[config.mk]
export PLATFORM = sky130hd
export DESIGN_NAME = uart_rx_peri
export DESIGN_NICKNAME = d
export VERILOG_FILES = /design/src/rtl/uart_rx_peri.sv
export SDC_FILE = /design/constraint.sdc
export NUM_CORES = 1
export LEC_CHECK = 0
export ABC_CLOCK_PERIOD_IN_PS = 5130
export CAP_MARGIN = 20
export CORE_ASPECT_RATIO = 1.4
export CORE_UTILIZATION = 55
export CTS_CLUSTER_SIZE = 20
export DETAILED_ROUTE_END_ITERATION = 10
export PLACE_DENSITY_LB_ADDON = 0.15
export RECOVER_POWER = 50
export SLEW_MARGIN = 20
export SYNTH_ARGS = -nofsm -noshare
export SYNTH_HDL_FRONTEND = slang
export SYNTH_SLANG_ARGS = --single-unit
[constraint.sdc]
create_clock -name clk -period 5.13 [get_ports clk]
set_input_delay 0.7695 -clock clk [delete_from_list [all_inputs] [get_ports clk]]
set_output_delay 0.7695 -clock clk [all_outputs]
set_load 0.01 [all_outputs]
[src/rtl/uart_rx_peri.sv]
// 8N1 UART receiver with a 16-byte FIFO, exposed as RXDATA/STATUS/CTRL registers on the peri bus.
// Latency: byte visible one cycle after the stop sample; bus response one cycle after the request edge.
module uart_rx_peri #(
    parameter int          BAUD_DIV  = 1085,
    parameter int          FIFO_AW   = 4,
    parameter logic [31:0] BASE_ADDR = 32'h1000_0000
) (
    input  logic        clk,
    input  logic        rst_n,
    input  logic        uart_rx,
    input  logic        peri_rden,
    input  logic        peri_wren,
    input  logic [31:0] peri_addr,
    input  logic [31:0] peri_wdata,
    output logic [31:0] peri_rdata,
    output logic        peri_ready,
    output logic        irq_rx
);
    localparam int            CW    = $clog2(BAUD_DIV);
    localparam int            DEPTH = 1 << FIFO_AW;
    localparam logic [CW-1:0] HALF  = CW'(BAUD_DIV / 2 - 1);
    localparam logic [CW-1:0] FULLB = CW'(BAUD_DIV - 1);

    typedef enum logic [1:0] {IDLE, START, DATA, STOP} rx_state_t;

    rx_state_t        state_q, state_d;
    logic             rx_m, rx_s, rx_prev, armed;
    logic [1:0]       sync_fill;
    logic [CW-1:0]    cnt;
    logic [2:0]       bit_idx;
    logic [7:0]       shreg;
    logic             start_det, byte_ok, byte_bad;

    logic [7:0]       mem [DEPTH];
    logic [FIFO_AW:0] wr_ptr, rd_ptr, count;
    logic             nonempty, full, pop, do_push, overrun_set;
    logic             overrun, frame_err, irq_en;

    logic             pre_rden, pre_wren, rd_acc, wr_acc;
    logic             a_rxdata, a_status, a_ctrl, hit;
    logic [31:0]      rd_val;
    logic             unused_wdata;

    assign unused_wdata = ^{peri_wdata[31:4], peri_wdata[1]};

    // armed stays low until the synchronizer has flushed its reset value and seen a real idle-high line
    always_ff @(posedge clk or negedge rst_n) begin
        if (!rst_n) begin
            rx_m      <= 1'b1;
            rx_s      <= 1'b1;
            rx_prev   <= 1'b1;
            sync_fill <= 2'b00;
            armed     <= 1'b0;
        end else begin
            rx_m      <= uart_rx;
            rx_s      <= rx_m;
            rx_prev   <= rx_s;
            sync_fill <= {sync_fill[0], 1'b1};
            armed     <= armed | (sync_fill[1] & rx_s);
        end
    end

    assign start_det = armed & ~rx_s & rx_prev;

    always_ff @(posedge clk or negedge rst_n) begin
        if (!rst_n) state_q <= IDLE;
        else        state_q <= state_d;
    end

    always_comb begin
        state_d = state_q;
        unique case (state_q)
            IDLE:    if (start_det) state_d = START;
            START:   if (cnt == '0) state_d = rx_s ? IDLE : DATA;
            DATA:    if (cnt == '0 && bit_idx == 3'd7) state_d = STOP;
            STOP:    if (cnt == '0) state_d = IDLE;
            default: state_d = IDLE;
        endcase
    end

    always_comb begin
        byte_ok  = 1'b0;
        byte_bad = 1'b0;
        if (state_q == STOP && cnt == '0) begin
            byte_ok  = rx_s;
            byte_bad = ~rx_s;
        end
    end

    always_ff @(posedge clk or negedge rst_n) begin
        if (!rst_n) begin
            cnt     <= '0;
            bit_idx <= '0;
            shreg   <= '0;
        end else begin
            unique case (state_q)
                IDLE: if (start_det) cnt <= HALF;
                START: begin
                    if (cnt == '0) begin
                        cnt     <= FULLB;
                        bit_idx <= '0;
                    end else begin
                        cnt <= cnt - 1'b1;
                    end
                end
                DATA: begin
                    if (cnt == '0) begin
                        cnt     <= FULLB;
                        shreg   <= {rx_s, shreg[7:1]};
                        bit_idx <= bit_idx + 3'd1;
                    end else begin
                        cnt <= cnt - 1'b1;
                    end
                end
                STOP: if (cnt != '0) cnt <= cnt - 1'b1;
                default: cnt <= '0;
            endcase
        end
    end

    assign a_rxdata = (peri_addr == BASE_ADDR + 32'h4);
    assign a_status = (peri_addr == BASE_ADDR + 32'h8);
    assign a_ctrl   = (peri_addr == BASE_ADDR + 32'hC);
    assign hit      = a_rxdata | a_status | a_ctrl;
    assign rd_acc   = peri_rden & ~pre_rden & hit;
    assign wr_acc   = peri_wren & ~pre_wren & hit;

    assign count       = wr_ptr - rd_ptr;
    assign nonempty    = (count != '0);
    assign full        = (count == (FIFO_AW + 1)'(DEPTH));
    assign pop         = rd_acc & a_rxdata & nonempty;
    // a pop in the same cycle frees the slot the incoming byte needs
    assign do_push     = byte_ok & (~full | pop);
    assign overrun_set = byte_ok & full & ~pop;

    always_ff @(posedge clk) begin
        if (do_push) mem[wr_ptr[FIFO_AW-1:0]] <= shreg;
    end

    always_comb begin
        rd_val = '0;
        if (a_rxdata && nonempty) rd_val = {1'b1, 23'b0, mem[rd_ptr[FIFO_AW-1:0]]};
        else if (a_status)        rd_val = {16'b0, 8'(count), 4'b0, frame_err, overrun, full, nonempty};
        else if (a_ctrl)          rd_val = {31'b0, irq_en};
    end

    always_ff @(posedge clk or negedge rst_n) begin
        if (!rst_n) begin
            wr_ptr     <= '0;
            rd_ptr     <= '0;
            overrun    <= 1'b0;
            frame_err  <= 1'b0;
            irq_en     <= 1'b0;
            irq_rx     <= 1'b0;
            pre_rden   <= 1'b0;
            pre_wren   <= 1'b0;
            peri_ready <= 1'b0;
            peri_rdata <= '0;
        end else begin
            wr_ptr     <= wr_ptr + (FIFO_AW + 1)'(do_push);
            rd_ptr     <= rd_ptr + (FIFO_AW + 1)'(pop);
            overrun    <= overrun_set | (overrun & ~(wr_acc & a_status & peri_wdata[2]));
            frame_err  <= byte_bad | (frame_err & ~(wr_acc & a_status & peri_wdata[3]));
            if (wr_acc && a_ctrl) irq_en <= peri_wdata[0];
            irq_rx     <= irq_en & nonempty;
            pre_rden   <= peri_rden;
            pre_wren   <= peri_wren;
            peri_ready <= rd_acc | wr_acc;
            peri_rdata <= rd_acc ? rd_val : '0;
        end
    end
endmodule

==> summary.md <==
| Metric | Value |
|---|---|
| CP dominant cell by count | ha_1 |
| Count of cell types in the netlist | 65 |
| Number of synthesized flops with an enable pin | ~130 |
| PwrDens | between 300 and 400 nW/um^2 |
| Initial core utilization | about 56% |
| Area occupied by multi-input gates | about 2500 sq um |
| Fraction of layout cells with a size suffix above 1 | 18.5% |
| Switch Pwr | 0.935 mW |
| Min-delay worst type | reg2reg |
| Synth Cell Area | approximately 8100 sq um |
| Ant. Diodes | 0 |
| Cells along the critical path | inv_1 > ha_1 > nand3b_1 > nand2_1 > mux2_2 > and3b_1 > nor2_1 > ha_1 > ha_1 > xor2_1 |
| PortBufs | 55 |
| Setup TNS | 0 ns |
| Vias | 4615 |
| Clk root buf | clkbuf_16 |
| Vias per cell | about 5.8 |
| Worst skew pair latency | 0.43 ns |
| First-pass GRT wire length | 25.2 mm |
| Max-Cap Viols | 0 |
| Cell-internal power | 2.61 mW |
| Gpl congestion | 0.790 |
| Tmin final | 3.48 ns |
| Nets@finish | 677 |
| Clock power share | a little under two fifths |
| Routed len/inst | between 20 and 25 microns |
| RSZ-0062 raised after global routing | false |
| Peak VDD IR | roughly 0.29 mV |
| # hold bufs at CTS | 0 |
| Register bit total from synthesis | 189 |
| DP HPWL | roughly 11 mm |
| Post-Place Worst Slack | roughly 1.7 ns |
| Die Span X | approximately 100 microns |
| YS warnings | 0 |
| Fin util | 65.8% |
| FMAX | 0.287 GHz |
| Min Hold Slack | 0.355 ns |
| CP max FO | 18 |
| Initial antenna violation count | 0 |
| # DRC | 0 |
| DRT iter0 DRCs | 283 |
| H-Tree Level Count | 4 |
| CTS tree | yes |
| Post-CTS setup buffers | 0 |
| DRT Pass-1 Iters | 4 |
| Std-Cell Core Area | roughly 14000 sq um |
| LEAKAGE | 3.55 nW |
| Sequential share of power | between 40% and 50% |
| Logic pwr share | 14.0% |
| Worst Setup End Kind | flip-flop |
| Outcome | finished, final reports clean |
| Final worst slack | between 1.5 and 2 ns |
| Net Sw Frac | 26.4% |
| Hold Fails Final Rpt | 0 |
| Slew headroom | 46.9% |
| Setup crit start kind | flip-flop |
| Row cnt | 52 |
| Gr usage total | between 20% and 30% |
| Crit path kind | reg2reg |
| Worst Skew | 0.00830 ns |
| Actual slew at the worst max-slew pin | 0.796 ns |
| CTS Buffer Depth | 2 |
| Total wire length | 15.9 mm |
| Slowest stage delay, CP | 0.77 ns |
| CP Data Required Time | 5.43 ns |
| Register area share after synthesis | 66.5% |
| Reg clk slew, reported paths | approximately 0.070 ns |
| Fill count | 1034 |
| Die H | 145 microns |
| Largest net degree at the start of global routing | between 60 and 70 |
| Final setup vio count | 0 |
| TritonCTS Buffers | 17 |
| Mean Syn Cell Area | approximately 16 sq um |
| Fin cells | 793 |
| CTS resizes | 0 |
| Slew Limit Fails | 0 |
| Critical Path AT | 3.78 ns |
| Final period util | 67.9% |
| Vias in the first global route | 4680 |
| Mapped Cells | 516 |
| DRT antenna net count | 0 |
| Register area | 5380 sq um |
| Die ar. | 15200 sq um |
| Area grow syn2layout | 17.1% |
| Synth Flop Type | edfxtp_1 |
| Ports | 103 |
| Slowest CP cell | dfrtp_1 |
| FFs w/ async S/R, synth | 32.3% |
| Clock sinks | 189 |
| Inst Count DP | about 760 |
| GRT overflow | 0 |
## cell usage after synthesis (2+ instances only)
| cell type | number | area share [%] |
|---|---|---|
| clkbuf_1 | 10 | 0.46 |
| a32o_1 | 2 | 0.25 |
| buf_2 | 5 | 0.31 |
| buf_4 | 19 | 1.8 |
| buf_1 | 2 | 0.093 |
| mux2i_1 | 2 | 0.25 |
| dfrtp_1 | 58 | 18 |
| a21oi_1 | 8 | 0.50 |
| and4_1 | 3 | 0.33 |
| nor4_1 | 16 | 1.2 |
| nand2_1 | 25 | 1.2 |
| o211ai_1 | 2 | 0.19 |
| nand3b_1 | 2 | 0.19 |
| a21o_1 | 3 | 0.28 |
| nor2b_1 | 10 | 0.77 |
| nand3_1 | 11 | 0.68 |
| nor2_1 | 30 | 1.4 |
| mux2_2 | 10 | 1.4 |
| edfxtp_1 | 128 | 48 |
| or2_2 | 2 | 0.15 |
| nor3_1 | 6 | 0.37 |
| ha_1 | 16 | 2.5 |
| nand4_1 | 5 | 0.39 |
| nor4b_1 | 7 | 0.76 |
| nand2b_1 | 8 | 0.62 |
| and2_1 | 2 | 0.15 |
| xnor2_1 | 6 | 0.65 |
| xor2_1 | 4 | 0.43 |
| a31oi_1 | 3 | 0.23 |
| mux4_2 | 36 | 10 |
| a221oi_1 | 2 | 0.22 |
| a22oi_1 | 5 | 0.46 |
| dfstp_2 | 3 | 0.97 |
| conb_1 | 2 | 0.093 |
| o21ai_0 | 19 | 1.2 |
| inv_1 | 15 | 0.70 |
## critical path, delay by kind of cell, from the launching register on
kind                     cells  cell delay, ns
multiplexers                 1            0.42
buffers and inverters        1            0.30
AND/OR/NAND/NOR              4            0.88
XOR/XNOR                     1            0.17
adder cells (fa/ha/maj)      3            0.79
flip-flops                   1            0.77
## per-layer routing
metal	GRT usage (%)	up-vias	wire length (microns)
met5	0	-	0
met4	9.14	0	407
met3	4.39	29	640
met2	41.1	127	8840
met1	25.6	2354	6060
li1	-	2105	-
## flip-flops by register name, indices dropped and copies added, names as in the netlist, named ones only
signal,cells
mem,128
peri_rdata,14
cnt,11
shreg,8
rd_ptr,5
wr_ptr,5
bit_idx,3
sync_fill,2
armed,1
frame_err,1
irq_en,1
irq_rx,1
overrun,1
peri_ready,1
pre_rden,1
pre_wren,1
rx_m,1
rx_prev,1
rx_s,1
state_q,1
## layout by cell type, fill, tap and decap left out, types with 3 or more instances in the layout
cell type        instances
edfxtp_1               128
dfrtp_1                 57
clkdlybuf4s50_1         51
mux4_2                  36
nor2_1                  30
nand2_1                 25
buf_4                   21
o21ai_0                 19
conb_1                  19
clkbuf_16               17
nor4_1                  16
ha_1                    16
inv_1                   15
nand3_1                 11
nor2b_1                 10
mux2_2                  10
nand2b_1                 8
a21oi_1                  8
nor4b_1                  7
xnor2_1                  6
nor3_1                   6
nand4_1                  5
a22oi_1                  5
xor2_1                   4
inv_6                    4
and4_1                   3
a21o_1                   3
a31oi_1                  3
dlygate4sd3_1            3
## cells by family (layout without fill, tap and decap cells)
logic type | count (synthesis) | in the layout | synth area share, %
compound gates | 60 | 60 | 4.97
xor+xnor | 10 | 10 | 1.08
fa+ha+maj | 17 | 17 | 2.72
buf+inv | 53 | 124 | 3.51
flops | 189 | 189 | 66.5
mux | 48 | 48 | 11.7
other cells | 2 | 19 | 0.0929
simple gates | 137 | 137 | 9.49
## power groups by stage
| stage | Combinational (mW) | Clock (mW) | Sequential, mW |
|---|---|---|---|
| finish | 0.496 | 1.32 | 1.74 |
| detailed placement | 0.494 | 0 | 1.77 |
| CTS | 0.495 | 1.34 | 1.73 |
| global placement | 0.467 | 0 | 1.76 |
| global route | 0.559 | 1.40 | 1.74 |
| floorplan | 0.378 | 0 | 1.75 |
## stage by stage
stage / power (mW) / instance area, sq um
finish: 3.55 / 9460
global route: 3.70 / 9460
CTS: 3.57 / 9460
detailed placement: 2.26 / 8870
global placement: 2.23 / 8870
floorplan: 2.13 / 8150
## path summary, 6_finish.rpt
path                         startpoint  depth (start not counted)        endpoint  slack (ns)
min in group asynchronous         rst_n                          2  peri_rdata[11]        0.50
hold reg to reg            sync_fill[0]                          0    sync_fill[1]        0.35
setup reg to reg              rd_ptr[1]                         10       wr_ptr[2]        1.65
hold / removal             sync_fill[0]                          0    sync_fill[1]        0.35
setup / recovery              rd_ptr[1]                         10       wr_ptr[2]        1.65
max in group asynchronous         rst_n                          2          cnt[7]        4.09
## layout make-up
cell class	count	share of cell area [%]
Sequential cell	189	56.8
Clock inverter	13	1.64
Clock buffer	19	4.68
Multi-Input combinational cell	291	26.3
Inverter	16	0.635
Tap cell	189	2.50
Timing Repair Buffer	76	7.43
Note: power is estimated with default switching activity, not from simulation.
